## src/rtl/mio_bus_ws.sv

```systemverilog
// mio_bus_ws: memory-mapped I/O bus controller with wait states.
// Decodes a CPU request onto one of N_SLOTS peripheral slots by the top
// DEC_W address bits. The transaction completes on that slot's ack. An
// unmapped address or a slot that never acks produces an error response
// instead of stalling the CPU forever.
//
// Ports:
//   clk, RSTN       bus clock, asynchronous active-low reset
//   req/we/addr/wdata   CPU request, held stable until ready
//   rdata/ready/err     one-cycle completion pulse with read data and error flag
//   busy                controller is not idle
//   err_cnt             saturating count of error responses
//   slot_sel            one-hot slot select, asserted only during ACCESS
//   slot_we/addr/wdata  registered request towards the slots
//   slot_rdata/slot_ack packed per-slot read data and completion strobes
module mio_bus_ws #(
    parameter int unsigned ADDR_W  = 32,
    parameter int unsigned DATA_W  = 32,
    parameter int unsigned N_SLOTS = 4,
    parameter int unsigned DEC_W   = 4,
    parameter logic [DEC_W*N_SLOTS-1:0] SLOT_BASES = {4'hF, 4'hE, 4'h1, 4'h0},
    parameter int unsigned TIMEOUT = 15,
    parameter logic [DATA_W-1:0] ERR_DATA = 32'hDEAD_BEEF
) (
    input  logic                      clk,
    input  logic                      RSTN,
    input  logic                      req,
    input  logic                      we,
    input  logic [ADDR_W-1:0]         addr,
    input  logic [DATA_W-1:0]         wdata,
    output logic [DATA_W-1:0]         rdata,
    output logic                      ready,
    output logic                      err,
    output logic                      busy,
    output logic [7:0]                err_cnt,
    output logic [N_SLOTS-1:0]        slot_sel,
    output logic                      slot_we,
    output logic [ADDR_W-1:0]         slot_addr,
    output logic [DATA_W-1:0]         slot_wdata,
    input  logic [N_SLOTS*DATA_W-1:0] slot_rdata,
    input  logic [N_SLOTS-1:0]        slot_ack
);

    typedef enum logic [1:0] {IDLE, ACCESS, RESP} state_t;

    state_t               state, state_nx;
    logic [N_SLOTS-1:0]   sel_q;
    logic [N_SLOTS-1:0]   dec_sel;
    logic                 dec_hit;
    logic [DEC_W-1:0]     dec_field;
    logic [7:0]           cnt;
    logic                 ack_hit;
    logic [DATA_W-1:0]    ack_data;

    // Address-window decode; the first matching slot (lowest index) wins.
    always_comb begin
        dec_field = addr[ADDR_W-1 -: DEC_W];
        dec_sel   = '0;
        dec_hit   = 1'b0;
        for (int unsigned i = 0; i < N_SLOTS; i++) begin
            if (!dec_hit && dec_field == SLOT_BASES[i*DEC_W +: DEC_W]) begin
                dec_sel[i] = 1'b1;
                dec_hit    = 1'b1;
            end
        end
    end

    // Only the selected slot's ack and data matter; stray acks are masked.
    always_comb begin
        ack_hit  = |(slot_ack & sel_q);
        ack_data = '0;
        for (int unsigned i = 0; i < N_SLOTS; i++) begin
            if (sel_q[i]) begin
                ack_data = slot_rdata[i*DATA_W +: DATA_W];
            end
        end
    end

    always_ff @(posedge clk or negedge RSTN) begin
        if (!RSTN) begin
            state <= IDLE;
        end else begin
            state <= state_nx;
        end
    end

    always_comb begin
        state_nx = state;
        case (state)
            IDLE:    if (req) state_nx = dec_hit ? ACCESS : RESP;
            ACCESS:  if (ack_hit || cnt == 8'd0) state_nx = RESP;
            RESP:    state_nx = IDLE;
            default: state_nx = IDLE;
        endcase
    end

    always_ff @(posedge clk or negedge RSTN) begin
        if (!RSTN) begin
            rdata      <= '0;
            err        <= 1'b0;
            err_cnt    <= '0;
            sel_q      <= '0;
            cnt        <= '0;
            slot_we    <= 1'b0;
            slot_addr  <= '0;
            slot_wdata <= '0;
        end else begin
            case (state)
                IDLE: begin
                    if (req) begin
                        slot_addr  <= addr;
                        slot_we    <= we;
                        slot_wdata <= wdata;
                        sel_q      <= dec_sel;
                        cnt        <= 8'(TIMEOUT);
                        if (!dec_hit) begin
                            err   <= 1'b1;
                            rdata <= ERR_DATA;
                        end
                    end
                end
                ACCESS: begin
                    // An ack on the final counted cycle still beats the timeout.
                    if (ack_hit) begin
                        rdata <= ack_data;
                        err   <= 1'b0;
                    end else if (cnt == 8'd0) begin
                        err   <= 1'b1;
                        rdata <= ERR_DATA;
                    end else begin
                        cnt <= cnt - 8'd1;
                    end
                end
                RESP: begin
                    if (err && err_cnt != 8'hFF) begin
                        err_cnt <= err_cnt + 8'd1;
                    end
                end
                default: ;
            endcase
        end
    end

    assign ready    = (state == RESP);
    assign busy     = (state != IDLE);
    assign slot_sel = (state == ACCESS) ? sel_q : '0;

endmodule

```

## config.mk

```make
export PLATFORM = sky130hd
export DESIGN_NAME = mio_bus_ws
export DESIGN_NICKNAME = d
export VERILOG_FILES = /design/src/rtl/mio_bus_ws.sv
export SDC_FILE = /design/constraint.sdc
export NUM_CORES = 1
export LEC_CHECK = 0
export ABC_AREA = 0
export BUFFER_PORTS_ARGS = -buffer_cell sky130_fd_sc_hd__buf_2
export CAP_MARGIN = 10
export CORE_UTILIZATION = 41
export CTS_BUF_LIST = sky130_fd_sc_hd__clkbuf_8
export CTS_CLUSTER_SIZE = 25
export DETAILED_ROUTE_END_ITERATION = 12
export PLACE_DENSITY = 0.74
export SYNTH_ARGS = -nofsm -noshare
export SYNTH_HDL_FRONTEND = slang
export SYNTH_SLANG_ARGS = --single-unit
```

## constraint.sdc

```tcl
create_clock -name clk -period 2.4 [get_ports clk]
set_clock_uncertainty 0.15 [all_clocks]
set_input_delay 0.24 -clock clk [delete_from_list [all_inputs] [get_ports clk]]
set_output_delay 0.24 -clock clk [all_outputs]
set_load 0.01 [all_outputs]
```

==> metrics, run 1 <==
final hold viol count=0; cell count after synthesis=654; R2R Path Start=state[0]; final period utilization=88.4%; R2R Setup Slk=370 ps; Crit. End Element=output port; DRC errors left=0; Initial Util=41.9%; IO buf count=311; Post-CTS Setup Bufs=0; fin cells=1245; synthesis-to-layout area growth=54.3%; root buffer cell=clkbuf_8; final instance area=8970 µm²; EDFF count, synth=0; CP startpoint=sel_q[3]; Req. time, crit path=between 2000 and 2500 ps; VDD IR max=0.624 mV; Leak=between 4 and 5 nW; cells on worst reg2reg path=4; dpl cells=1110; CTS tree=built; worst slew pin tran=around 670 ps; max-cap violation count=0; r2r endpoint=cnt[4]; grt total ovfl=0; Ys Warns=0; CP Launch Type=flip-flop; pre-CTS WS=379 ps; CP arrival=1730 ps; Seq/Total Area, Yosys=51.6%; # rows=43; worst-skew pair later-pin latency=between 400 and 500 ps; Post-Route WL=20400 µm; Max Slew Vio Count=0; ratio of cells with drive above 1 in the final layout=34.5%; CP endpoint=slot_sel[3]; syn nets=857; Rel. slew slack=a little under three fifths; Seq pwr share=39.1%; gr usage total=27.4%; leading area contributor after synthesis=dfrtp_1; Initial DRC Count=388; Final Setup Violations=0; CP max FO=66; hold buffer count at cts=a little over 100; core area=13900 µm²; Final #Nets=about 1300; Synth Register Bits=120; cell area after synthesis=5810 µm²; outcome=complete, no violations; Main synth FF type=dfrtp_1; vias per cell=between 5 and 6; DR WL/cell=between 15 and 20 µm; combinational share of power=38.5%; CTS Sinks=120; gpl congestion=0.847; Worst-path clk slew=about 70 ps; initial antenna violation count=3; pin count of the biggest net entering global routing=76; Syn Area/Cell=8.89 µm²; P_sw=3.15 mW; power density cells=roughly 930 nW/µm²; Post-CTS Resized=0; post-DP HPWL=13200 µm; dominant cells by area after synthesis=dfrtp_1 (52%), nand2_1 (15%), a221oi_1 (4.8%); I/O pin total=between 300 and 400; Antenna Nets Post-Route=0; CTS buffer count=17; Die H=121 µm; Finished Core Util=64.6%; Total Power=approximately 8.3 mW; die area=14700 µm²; Async SR Flop Fraction=100%; global-route wire length before repair=about 30000 µm; Crit Path Class=flip-flop to output port; Yosys cell types=46; worst hold margin=35.3 ps; internal power=5.17 mW; Clk pwr share=22.4%; Setup WS post-layout=279 ps; number of global-route vias before repair=6118; Clock Tree Buf Depth=2; Achievable Freq=around 470 MHz; Worst Hold Class=primary input to flip-flop; Via Count=6442; Final TNS setup=0 ps; Die W=121 µm; post-synth top area share=between 50% and 60%; drt pass-1 iters=5; RSZ-0062 raised after global routing=no; area post-placement=7550 µm²; final worst path period need=2120 ps; Net Sw Frac=37.8%; CTS H-tree depth=4
==> synth_stat cells (all sizes together), types with 2 or more instances <==
| library cell | n |
|---|---|
| nor4 | 3 |
| and3 | 2 |
| and2 | 5 |
| mux2i | 3 |
| o21ai | 4 |
| inv | 29 |
| o31ai | 11 |
| nor3 | 4 |
| a32o | 8 |
| a22oi | 2 |
| clkbuf | 33 |
| ha | 3 |
| nand2b | 2 |
| a221oi | 32 |
| a22o | 2 |
| a21oi | 4 |
| nand3 | 9 |
| nor2 | 37 |
| or4 | 3 |
| dfrtp | 120 |
| buf | 17 |
| nor2b | 10 |
| a211o | 24 |
| or2 | 3 |
| a311oi | 2 |
| xor2 | 6 |
| nand2 | 237 |
| nand4 | 2 |
| or3 | 4 |
| a32oi | 24 |
==> layout make-up <==
type                            count  area (µm²)
Clock buffer                       19         262
Inverter                           29         109
Timing Repair Buffer              428        2730
Fill cell                        1141        4910
Tap cell                          180         225
Antenna cell                        2        5.00
Clock inverter                     12         136
Sequential cell                   120        3010
Multi-Input combinational cell    455        2500
==> cells by family (layout without fill, tap and decap cells) <==
| group | Yosys count | after routing | synth area share, % |
|---|---|---|---|
| other cells | 0 | 2 | 0 |
| mux | 4 | 4 | 0.710 |
| fa+ha+maj | 3 | 3 | 0.646 |
| flops | 120 | 120 | 51.6 |
| compound gates | 115 | 115 | 16.8 |
| buf+inv | 79 | 488 | 5.53 |
| simple gates | 326 | 326 | 23.6 |
| xor+xnor | 7 | 7 | 1.05 |
==> flip-flops by register name (all words and copies together) (netlist names) <==
name / count
rdata: 32
slot_addr: 32
sel_q: 4
err_cnt: 8
slot_wdata: 32
err: 1
slot_we: 1
cnt: 8
state: 2
==> worst min-delay path by stage <==
stage                         startpoint   endpoint  slack, ps  depth (start not counted)
after floorplan                     RSTN     cnt[0]       -210                          0
after global placement              RSTN  rdata[14]         20                          1
after detailed placement            RSTN  rdata[14]         20                          1
after CTS                 slot_rdata[79]  rdata[15]          1                          4
after global routing      slot_rdata[71]   rdata[7]          9                          4
final                     slot_rdata[90]  rdata[26]         40                          4
==> cells in the final DEF, fill, tap and decap left out, drive strengths merged, types with 2 or more instances in the layout <==
cell type / netlist / layout
nor2: 37 / 37
clkbuf: 33 / 19
buf: 17 / 326
and3: 2 / 2
nor2b: 10 / 10
clkinv: 0 / 4
a22oi: 2 / 2
nand2: 237 / 237
or4: 3 / 3
a21oi: 4 / 4
or2: 3 / 3
mux2i: 3 / 3
bufinv: 0 / 3
nand4: 2 / 2
clkinvlp: 0 / 2
dlygate4sd3: 0 / 102
a221oi: 32 / 32
nand2b: 2 / 2
o31ai: 11 / 11
a32oi: 24 / 24
ha: 3 / 3
dfrtp: 120 / 120
nor3: 4 / 4
xor2: 6 / 6
a311oi: 2 / 2
diode: 0 / 2
a211o: 24 / 24
nand3: 9 / 9
and2: 5 / 5
a32o: 8 / 8
o21ai: 4 / 4
nor4: 3 / 3
inv: 29 / 32
or3: 4 / 4
a22o: 2 / 2
==> critical path, stage by stage (launching register included) <==
cell and delay (ps):
dfrtp_2 350, buf_4 520, and2_1 220, buf_2 160
==> routing by layer <==
metal	wire (µm)	global-route usage, %	vias to the layer above
li1	-	-	3038
met1	8000	31.9	3075
met2	10200	47.2	295
met3	1570	7.85	32
met4	537	11.5	2
met5	15	0	-
==> power groups by stage <==
stage	Sequential (mW)	Clock [mW]	Combinational, mW
after global placement	3.23	0	2.98
final	3.25	1.86	3.21
after CTS	3.23	1.91	3.17
after global routing	3.33	2.00	3.51
after detailed placement	3.23	0	3.05
after floorplan	3.53	0	1.38
Note: power is estimated with default switching activity, not from simulation.
==> inputs of run 2 (changes only) <==
CELL_PAD_IN_SITES_DETAIL_PLACEMENT = 1   (was not set)
CELL_PAD_IN_SITES_GLOBAL_PLACEMENT = 2   (was not set)
CORE_UTILIZATION = 25   (was 41)
PLACE_DENSITY = 0.81   (was 0.74)
==> metrics, run 2 (same netlist as run 1, synthesis figures left out) <==
DRC errors left=0 (unchanged); # fillers=2724 (+140%); Sequential Area=3010 µm² (unchanged); grt total ovfl=0 (unchanged); met1 Use GR=22.6% (-9.3 points); GRT busiest layer=met2; core area=22700 µm² (+64%); Initial Util=25.6% (-16 points); CTS H-tree depth=4 (unchanged); Hold Crit Endpoint=rdata[31]; most common library cell in the layout ignoring fill and taps=buf_2; Clock Tree Buf Depth=2 (unchanged); Max Slew Vio Count=0 (unchanged); dpl cells=1220 (+9.9%); Total Power=8.50 mW (+2.2%); number of global-route vias before repair=6961 (+14%); Worst Hold Class=primary input to flip-flop; CP arrival=1740 ps (about the same); multi-input logic area=2500 µm² (unchanged); Via Count=6458 (+0.25%); CP Launch Type=flip-flop; final instance area=9130 µm² (+1.8%); gr usage total=20.3% (-7.2 points); CTS Sinks=120 (unchanged); I/O pin total=312 (unchanged); master of the slowest instance on the critical path=buf_4; Req. time, crit path=2010 ps (about the same); die area=23900 µm² (+63%); Finished Core Util=40.2% (-24 points); Antenna Nets Post-Route=0 (unchanged); worst slew pin tran=916 ps (+247 ps); cells on worst reg2reg path=5 (+1); pin count of the biggest net entering global routing=67 (-12%); area post-placement=7700 µm² (+2.1%); number of diodes=0 (-2); global-route wire length before repair=37400 µm (+23%); power density cells=931 nW/µm² (+0.39%); CP max FO=66 (unchanged); Die W=155 µm (+28%); slowest stage delay, CP=540 ps (+20 ps); CTS buffer count=17 (unchanged); top flop regs=rdata (32), slot_addr (32), slot_wdata (32); synthesis-to-layout area growth=57.0%; worst-path cell chain=buf_4, and2_1, buf_2; fin cells=1352 (+8.6%); RSZ-0062 raised after global routing=no; worst-skew pair later-pin latency=430 ps (about the same); ratio of cells with drive above 1 in the final layout=35.1% (+0.53 points); Final TNS setup=0 ps (unchanged); Leak=4.58 nW (+0.25%); gpl congestion=0.744 (-12%); vias per cell=4.78 (-7.7%); final hold viol count=0 (unchanged); R2R Setup Slk=270 ps (-100 ps); outcome=complete, no violations; Crit. End Element=output port; hold depth=4 (unchanged); DR WL/cell=17.7 µm (+7.9%); drt pass-1 iters=5 (unchanged); most frequent cells in the layout=buf_2 (310), nand2_1 (236), dfrtp_1 (118); met3 Track Usage GR=5.69% (-2.2 points); Post-Route WL=23900 µm (+17%); Achievable Freq=469 MHz (-0.57%); M2 GR Usage=36.3% (-11 points); r2r endpoint=rdata[21]; Final Setup Violations=0 (unchanged); post-DP HPWL=16300 µm (+23%); Crit Path Class=flip-flop to output port; initial antenna violation count=0 (-3); IO buf count=311 (unchanged); final worst path period need=2130 ps (+12.1 ps); Initial DRC Count=301 (-22%); R2R Path Start=sel_q[0]; max-cap violation count=0 (unchanged); VDD IR max=0.415 mV (-34%); # rows=55 (+28%); Rel. slew slack=38.9% (-17 points); CTS tree=built; root buffer cell=clkbuf_8; final period utilization=88.9% (+0.50 points); Final #Nets=1258 (+0.32%); Worst-path clk slew=80 ps (about the same); Die H=155 µm (+28%); HP Start=slot_rdata[95]
==> run 2: cell types whose count changed in the layout (fill, tap and decap cells not counted) <==
cell,previous run,this run
clkinv_2,4,2
diode_2,2,0
buf_4,13,19
buf_12,3,2
inv_1,32,30
dlygate4sd3_1,102,101
clkinv_4,0,3
clkinvlp_4,2,3
==> run 2: stage by stage <==
stage	worst slack, ps	hold slack [ps]
4_1_cts	230	2.16
3_5_place_dp	246	90.4
3_3_place_gp	241	89.5
5_1_grt	87.5	12.6
2_1_floorplan	538	-206
6_report	267	32.2
==> run 2: layout make-up <==
| class | instances | area share, % |
|---|---|---|
| clock inverter | 12 | 1.67 |
| tap | 285 | 3.91 |
| inverter | 29 | 1.19 |
| multi-input combinational | 455 | 27.4 |
| timing repair buffer | 432 | 30.1 |
| sequential | 120 | 32.9 |
| clock buffer | 19 | 2.86 |
==> run 2: worst max-delay path by stage <==
| stage | from | endpoint | slack, ps | cells past startpoint |
|---|---|---|---|---|
| 3_3_place_gp | sel_q[0] | rdata[1] | 240 | 5 |
| 2_1_floorplan | state[1] | cnt[6] | 540 | 5 |
| 5_1_grt | sel_q[0] | rdata[1] | 90 | 5 |
| 6_report | sel_q[3] | slot_sel[3] | 270 | 3 |
| 3_5_place_dp | slot_ack[0] | rdata[0] | 250 | 6 |
| 4_1_cts | sel_q[0] | rdata[21] | 230 | 5 |
==> run 2: layer usage <==
metal	vias to the layer above	part of all wire, %
met5	-	0.021
met4	2	2.5
met3	36	7.1
met2	254	50
met1	3127	40
li1	3039	-
==> run 2: repair_timing <==
item | in CTS | in global routing
hold buffers | 101 | 0
setup buffers | 0 | 0
endpoints found under the hold margin | 137 | 0
endpoints found under the setup margin | 0 | 0
gates resized for setup | 0 | 0
==> run 2: critical path, delay by kind of cell, from the launching register on <==
family                 cells  cell delay, ps
flip-flops                 1             360
AND/OR/NAND/NOR            1             220
buffers and inverters      2             690
==> run 2: report_power, final <==
group / switching (mW) / total (mW) / internal, mW
Sequential: 0.452 / 3.21 / 2.76
Clock: 0.899 / 1.97 / 1.07
Combinational: 1.95 / 3.32 / 1.37
Total: 3.30 / 8.50 / 5.20
